**src/rtl/dram_cmd_scheduler_pkg.sv**
```systemverilog
// Shared types, timing constants and helpers for the DRAM command scheduler.
package dram_cmd_scheduler_pkg;

    localparam int unsigned ADDRESS_WIDTH = 33;
    localparam int unsigned NUM_BG        = 4;
    localparam int unsigned BANKS_PER_BG  = 4;
    localparam int unsigned NUM_BANKS     = NUM_BG * BANKS_PER_BG;
    localparam int unsigned BG_W          = $clog2(NUM_BG);
    localparam int unsigned BANK_IDX_W    = $clog2(NUM_BANKS);
    localparam int unsigned ROW_W         = 15;

    // Timing in CPU clock cycles
    localparam int unsigned T_RCD   = 48;
    localparam int unsigned T_RP    = 48;
    localparam int unsigned T_RAS   = 104;
    localparam int unsigned T_RC    = 152;
    localparam int unsigned T_RRD_L = 12;
    localparam int unsigned T_RRD_S = 8;
    localparam int unsigned T_CCD_L = 16;
    localparam int unsigned T_CCD_S = 8;
    localparam int unsigned T_RTP   = 24;
    localparam int unsigned T_CWD   = 40;
    localparam int unsigned T_BURST = 8;
    localparam int unsigned T_WR    = 40;
    localparam int unsigned T_WR_TO_PRE = T_CWD + T_BURST + T_WR;

    localparam int unsigned SCHED_TIMER_WIDTH = $clog2(T_RC + 1);

    typedef enum logic [1:0] {
        DATA_READ    = 2'd0,
        DATA_WRITE   = 2'd1,
        OPCODE_FETCH = 2'd2,
        NOP          = 2'd3
    } parsed_op_t;

    typedef enum logic [1:0] {
        RD  = 2'd0,
        ACT = 2'd1,
        PRE = 2'd2,
        WR  = 2'd3
    } DRAM_commands_t;

    typedef enum logic [2:0] {
        SCHED_IDLE  = 3'd0,
        SCHED_PRE   = 3'd1,
        SCHED_ACT   = 3'd2,
        SCHED_COL   = 3'd3,
        SCHED_CLOSE = 3'd4
    } sched_state_t;

    typedef struct packed {
        DRAM_commands_t            command;
        logic [ADDRESS_WIDTH-1:0]  address;
    } queue_output_t;

    typedef logic [SCHED_TIMER_WIDTH-1:0] timer_t;

    // A constraint of n cycles loads n-1 so the dependent command may go n cycles later
    function automatic timer_t tload(input int unsigned n);
        return timer_t'(n - 1);
    endfunction

endpackage

```
**src/rtl/dram_cmd_scheduler_sched_countdown.sv**
```systemverilog
// Loadable saturating countdown timer; a load never shortens the remaining time.
module sched_countdown
    import dram_cmd_scheduler_pkg::*;
(
    input  logic   clk,
    input  logic   rst,
    input  logic   load,
    input  timer_t load_val,
    output timer_t count
);

    timer_t dec_c;

    assign dec_c = (count == '0) ? '0 : count - timer_t'(1);

    always_ff @(posedge clk) begin
        if (rst) begin
            count <= '0;
        end else if (load) begin
            count <= (load_val > dec_c) ? load_val : dec_c;
        end else begin
            count <= dec_c;
        end
    end

endmodule

```
**src/rtl/dram_cmd_scheduler.sv**
```systemverilog
// Per-request DRAM command sequencer (PRE/ACT/RD/WR) with per-bank and per-bank-group timing.
// SCHED_OPEN_PAGE_EN selects open-page policy; default build is closed-page.
module dram_cmd_scheduler
    import dram_cmd_scheduler_pkg::*;
(
    input  logic                     clk,
    input  logic                     rst,
    input  logic                     req_valid,
    input  parsed_op_t               req_opcode,
    input  logic [ADDRESS_WIDTH-1:0] req_address,
    output logic                     req_ready,
    output logic                     cmd_valid,
    output queue_output_t            cmd_out,
    output sched_state_t             sched_state
);

    sched_state_t             state, state_nxt, tgt;
    parsed_op_t               op_q, cur_op;
    logic [ADDRESS_WIDTH-1:0] addr_q, cur_addr;
    logic [BANK_IDX_W-1:0]    bank_idx;
    logic [BG_W-1:0]          bg;
    logic                     accept_c, is_wr;
    logic                     issue_pre, issue_act, issue_col, issue_any;
    DRAM_commands_t           cmd_c;

    timer_t pre_t [NUM_BANKS];
    timer_t act_t [NUM_BANKS];
    timer_t col_t [NUM_BANKS];
    timer_t rrd_t [NUM_BG];
    timer_t ccd_t [NUM_BG];
    timer_t pre_val, act_val;
    timer_t rrd_val [NUM_BG];
    timer_t ccd_val [NUM_BG];

    assign req_ready   = (state == SCHED_IDLE) && !rst;
    assign accept_c    = req_valid && req_ready;
    assign sched_state = state;

    // In IDLE the live request is decoded so the first command can go out right after accept
    assign cur_op   = (state == SCHED_IDLE) ? req_opcode  : op_q;
    assign cur_addr = (state == SCHED_IDLE) ? req_address : addr_q;
    assign bg       = cur_addr[7:6];
    assign bank_idx = {cur_addr[7:6], cur_addr[9:8]};
    assign is_wr    = (cur_op == DATA_WRITE);
    assign issue_any = issue_pre || issue_act || issue_col;

`ifdef SCHED_OPEN_PAGE_EN
    logic [NUM_BANKS-1:0] bank_open;
    logic [ROW_W-1:0]     open_row [NUM_BANKS];
    logic [ROW_W-1:0]     cur_row;

    assign cur_row = cur_addr[32:18];

    always_ff @(posedge clk) begin
        if (rst) begin
            bank_open <= '0;
            for (int i = 0; i < int'(NUM_BANKS); i++) open_row[i] <= '0;
        end else if (issue_act) begin
            bank_open[bank_idx] <= 1'b1;
            open_row[bank_idx]  <= cur_row;
        end else if (issue_pre) begin
            bank_open[bank_idx] <= 1'b0;
        end
    end
`endif

    always_comb begin
        tgt       = state;
        state_nxt = state;
        issue_pre = 1'b0;
        issue_act = 1'b0;
        issue_col = 1'b0;
        cmd_c     = RD;
        if (state == SCHED_IDLE) begin
            tgt = SCHED_IDLE;
            if (accept_c && (cur_op != NOP)) begin
`ifdef SCHED_OPEN_PAGE_EN
                if (!bank_open[bank_idx])                 tgt = SCHED_ACT;
                else if (open_row[bank_idx] == cur_row)   tgt = SCHED_COL;
                else                                      tgt = SCHED_PRE;
`else
                tgt = SCHED_ACT;
`endif
            end
        end
        case (tgt)
            SCHED_PRE: begin
                state_nxt = SCHED_PRE;
                if (pre_t[bank_idx] == '0) begin
                    issue_pre = 1'b1;
                    cmd_c     = PRE;
                    state_nxt = SCHED_ACT;
                end
            end
            SCHED_ACT: begin
                state_nxt = SCHED_ACT;
                if ((act_t[bank_idx] == '0) && (rrd_t[bg] == '0)) begin
                    issue_act = 1'b1;
                    cmd_c     = ACT;
                    state_nxt = SCHED_COL;
                end
            end
            SCHED_COL: begin
                state_nxt = SCHED_COL;
                if ((col_t[bank_idx] == '0) && (ccd_t[bg] == '0)) begin
                    issue_col = 1'b1;
                    cmd_c     = is_wr ? WR : RD;
`ifdef SCHED_OPEN_PAGE_EN
                    state_nxt = SCHED_IDLE;
`else
                    state_nxt = SCHED_CLOSE;
`endif
                end
            end
            SCHED_CLOSE: begin
                state_nxt = SCHED_CLOSE;
                if (pre_t[bank_idx] == '0) begin
                    issue_pre = 1'b1;
                    cmd_c     = PRE;
                    state_nxt = SCHED_IDLE;
                end
            end
            default: state_nxt = SCHED_IDLE;
        endcase
    end

    always_ff @(posedge clk) begin
        if (rst) begin
            state     <= SCHED_IDLE;
            cmd_valid <= 1'b0;
            cmd_out   <= '0;
            op_q      <= DATA_READ;
            addr_q    <= '0;
        end else begin
            state     <= state_nxt;
            cmd_valid <= issue_any;
            if (issue_any) begin
                cmd_out.command <= cmd_c;
                cmd_out.address <= cur_addr;
            end
            if (accept_c) begin
                op_q   <= req_opcode;
                addr_q <= req_address;
            end
        end
    end

    assign pre_val = issue_act ? tload(T_RAS) : (is_wr ? tload(T_WR_TO_PRE) : tload(T_RTP));
    assign act_val = issue_act ? tload(T_RC) : tload(T_RP);

    for (genvar i = 0; i < int'(NUM_BANKS); i++) begin : g_bank
        logic hit;
        assign hit = (bank_idx == BANK_IDX_W'(i));

        sched_countdown u_pre (
            .clk      (clk),
            .rst      (rst),
            .load     (hit && (issue_act || issue_col)),
            .load_val (pre_val),
            .count    (pre_t[i])
        );
        sched_countdown u_act (
            .clk      (clk),
            .rst      (rst),
            .load     (hit && (issue_act || issue_pre)),
            .load_val (act_val),
            .count    (act_t[i])
        );
        sched_countdown u_col (
            .clk      (clk),
            .rst      (rst),
            .load     (hit && issue_act),
            .load_val (tload(T_RCD)),
            .count    (col_t[i])
        );
    end

    // Same-group spacing uses the long constraint, other groups the short one
    for (genvar g = 0; g < int'(NUM_BG); g++) begin : g_bg
        assign rrd_val[g] = (bg == BG_W'(g)) ? tload(T_RRD_L) : tload(T_RRD_S);
        assign ccd_val[g] = (bg == BG_W'(g)) ? tload(T_CCD_L) : tload(T_CCD_S);

        sched_countdown u_rrd (
            .clk      (clk),
            .rst      (rst),
            .load     (issue_act),
            .load_val (rrd_val[g]),
            .count    (rrd_t[g])
        );
        sched_countdown u_ccd (
            .clk      (clk),
            .rst      (rst),
            .load     (issue_col),
            .load_val (ccd_val[g]),
            .count    (ccd_t[g])
        );
    end

endmodule
```
**config.mk**
```make
export PLATFORM = sky130hd
export DESIGN_NAME = dram_cmd_scheduler
export DESIGN_NICKNAME = d
export VERILOG_FILES = /design/src/rtl/dram_cmd_scheduler_pkg.sv /design/src/rtl/dram_cmd_scheduler_sched_countdown.sv /design/src/rtl/dram_cmd_scheduler.sv
export SDC_FILE = /design/constraint.sdc
export NUM_CORES = 2
export LEC_CHECK = 0
export CAP_MARGIN = 0
export CORE_ASPECT_RATIO = 1.5
export CORE_MARGIN = 2
export CORE_UTILIZATION = 50
export CTS_CLUSTER_SIZE = 20
export DETAILED_ROUTE_END_ITERATION = 16
export PLACE_DENSITY_LB_ADDON = 0.3
export SETUP_SLACK_MARGIN = 0.5
export SLEW_MARGIN = 20
export SYNTH_ARGS = -nofsm -noshare
export SYNTH_HDL_FRONTEND = slang
export SYNTH_SLANG_ARGS = --single-unit
export TNS_END_PERCENT = 30
```
**constraint.sdc**
```tcl
create_clock -name clk -period 14.1 [get_ports clk]
set_input_delay 2.82 -clock clk [delete_from_list [all_inputs] [get_ports clk]]
set_output_delay 2.82 -clock clk [all_outputs]
set_load 0.02 [all_outputs]
```
==> results.md <==
* Post-Route WL at 92870 um
* Routed WL per cell at 18.11 um
* Pre-antenna DRT Iters at 6
* Number of global-route vias before repair at 29510
* Register-to-Register Setup Slack at 7.34 ns
* Clock-pin slew on the worst setup and hold paths at 0.06 ns
* Crit-path max FO at 47
* CTS root buf: clkbuf_16
* Critical Path AT at 9.31 ns
* Commonest non-fill, non-tap cells in the layout: dfxtp_1, nand2_1, nor2_1, a21oi_1, ha_1
* First-pass GRT wire length at 149800 um
* Initial drt markers at 1786
* Crit path kind: input pin to flip-flop
* Slowest Stage Delay on Critical Path at 0.78 ns
* Final net count at 4476
* Crit path launch: req_address[8]
* P_leak at 15.07 nW
* Synth Flop Type: dfxtp_1
* Fill cell count at 6099
* I/O pin count at 78
* Port Buffer Count at 77
* Post-synth top area cell: dfxtp_1
* Worst IR Drop VDD at 0.1463 mV
* HP Start: addr_q[2]
* Grt ovf at 0
* DP Wirelength at 65550 um
* Final core occ at 0.5540
* Ys Warns at 0
* Yosys cell types at 100
* Post-route minimum period at 8.831 ns
* Starting Density at 0.5035
* Max Clk Rate at 113.2 MHz
* CP required at 14.58 ns
* Top post-synthesis cells by area: dfxtp_1, ha_1, a21oi_1
* DR vias at 30390
* Num Clock Sinks at 522
* CP cell instances: clkdlybuf4s50_1 > or4b_1 > buf_4 > nand2_2 > buf_4 > mux4_2 > a22o_1 > a211oi_2 > nor4_4 > inv_4 > buf_4 > ha_1 > and3_1 > nand4_1 > nor4b_1 > nor3_1 > o21ai_1 > a21o_1 > mux2_2
* CTS tree: yes
* Crit path capture type: flip-flop
* Layout area overhead at 10.02%
* Cells on worst reg2reg path at 17
* RePlAce Congestion at 0.9347
* Setup_tns at 0 ns
* Final period util at 0.6263
* Syn Area/Cell at 7.853 um2
* Final hold violation count at 0
* WHS Endpoint: addr_q[2]
* CP Launch Type: input pin
* Unrepaired setup endpoints after global routing: false
* GR Util All Layers at 0.2705
* Final Setup Violations at 0
* Worst Max-Slew Pin Slew at 1.165 ns
* Worst min path class: flip-flop to flip-flop
* Die Height at 318.5 um
* CTS-repair resized insts at 0
* Post-route ant nets at 0
* Share of cells above drive strength 1 at 0.06753
* Syn nets at 4456
* Final slew viol count at 0
* Reg2reg end: g_bank[1].u_pre.count[6]
* Largest net degree at the start of global routing at 182
* Clk_skew at 0.02315 ns
* Share of the yosys chip area belonging to registers at 0.3170
* Post-synth ARST share at 0
* Cell row count at 115
* Initial antenna violation count at 1
* Core box area at 0.06547 mm2
* Slowest-stage cell, CP: clkdlybuf4s50_1
* Htree depth at 2
* Pwr per Cell Area at 265.2 mW/mm2
* Post-Syn Area at 0.03297 mm2
* FF-to-FF Start: sched_state[0]
* #FFs+latches synth at 522
* Clock Tree Buf Depth at 3
* Outcome: completed
* Max-cap violations at 0
* Number of flops mapped to enable cells by yosys at 0
* Setup repair bufs after CTS at 0
* Hold buffers post-CTS at 0
* Clk_lat worst skew at 0.61 ns
* Commonest non-fill, non-tap cell in the layout: dfxtp_1
* Synth Instances at 4198
* Hold path cells at 2
* Cts bufs inserted at 51
* DRC at 0
* Most frequent CP cell: buf_4
* Die W at 213.7 um
* Share of the synthesized area in the top cell type at 0.3170
* Via density at 5.926
* Die area at 0.06805 mm2
* Max_slew headroom at 0.2033
final cells by class:
cell class | count | area, um2 | area share
Multi-Input combinational cell | 3321 | 21130 | 0.5826
Tap cell | 877 | 1097 | 0.03025
Antenna cell | 1 | 2.502 | 0.00006899
Inverter | 192 | 724.4 | 0.01997
Clock inverter | 13 | 225.2 | 0.006209
Sequential cell | 522 | 10450 | 0.2881
Timing Repair Buffer | 130 | 1186 | 0.03270
Clock buffer | 72 | 1455 | 0.04012
worst max-delay path by stage:
stage	to	slack (ns)	depth (start not counted)
final	g_bank[1].u_pre.count[6]	5.27	19
after CTS	g_bank[1].u_pre.count[6]	5.43	19
after global placement	g_bank[13].u_pre.count[6]	4.91	20
after global routing	g_bank[1].u_pre.count[6]	4.99	19
after floorplan	g_bank[6].u_pre.count[4]	3.22	18
after detailed placement	g_bank[1].u_pre.count[6]	4.80	19
synth_stat cells, drive strengths merged, types with 114 or more instances:
library cell / number
a21oi: 362
dfxtp: 522
ha: 220
inv: 191
nand2: 470
nand2b: 117
nand3: 114
nor2: 460
nor3: 203
o21ai: 134
xnor2: 139
xor2: 114
critical path: cells and delay by family:
| kind | cells | cell delay [ns] |
|---|---|---|
| multiplexers | 2 | 0.93 |
| AND/OR/NAND/NOR | 7 | 1.62 |
| buffers and inverters | 5 | 2.64 |
| adder cells (fa/ha/maj) | 1 | 0.25 |
| AO/OA/AOI/OAI | 4 | 0.93 |
registers in the layout (all words and copies together) (netlist names):
| register | count |
|---|---|
| g_bank.u_act.count | 128 |
| cmd_out | 35 |
| addr_q | 33 |
| g_bank.u_col.count | 128 |
| g_bank.u_pre.count | 128 |
| op_q | 2 |
| g_bg.u_ccd.count | 32 |
| cmd_valid | 1 |
| sched_state | 3 |
| g_bg.u_rrd.count | 32 |
per-stage QoR:
step	worst slack (ns)	hold WS [ns]	area, um2	instances	power, W
2_1_floorplan	3.224	0.4343	32970	4198	0.006922
3_3_place_gp	4.913	0.4416	34570	5042	0.008048
3_5_place_dp	4.804	0.4451	34580	5042	0.008124
4_1_cts	5.428	0.4572	36260	5127	0.009607
5_1_grt	4.994	0.4680	36270	5127	0.01053
6_report	5.269	0.4569	36270	5128	0.009621
where the power goes:
| part | switching [W] | internal [W] |
|---|---|---|
| Sequential | 0.000602 | 0.00201 |
| Clock | 0.000602 | 0.000823 |
| Combinational | 0.00308 | 0.00251 |
cell families (layout without fill, tap and decap cells):
| logic type | count (synthesis) | count (layout) | synth area share |
|---|---|---|---|
| xor+xnor | 253 | 253 | 0.06722 |
| buf+inv | 355 | 407 | 0.04486 |
| fa+ha+maj | 227 | 227 | 0.08562 |
| other cells | 0 | 1 | 0 |
| mux | 108 | 108 | 0.03644 |
| simple gates | 1927 | 1927 | 0.2968 |
| flops | 522 | 522 | 0.3170 |
| compound gates | 806 | 806 | 0.1521 |
layer usage:
| metal | track usage | wire [um] |
|---|---|---|
| met5 | 0 | 0 |
| met2 | 0.4786 | 46120 |
| met3 | 0.03679 | 4540 |
| met4 | 0.1633 | 5896 |
| met1 | 0.3043 | 36320 |
Power figures use the tool's default switching activity.
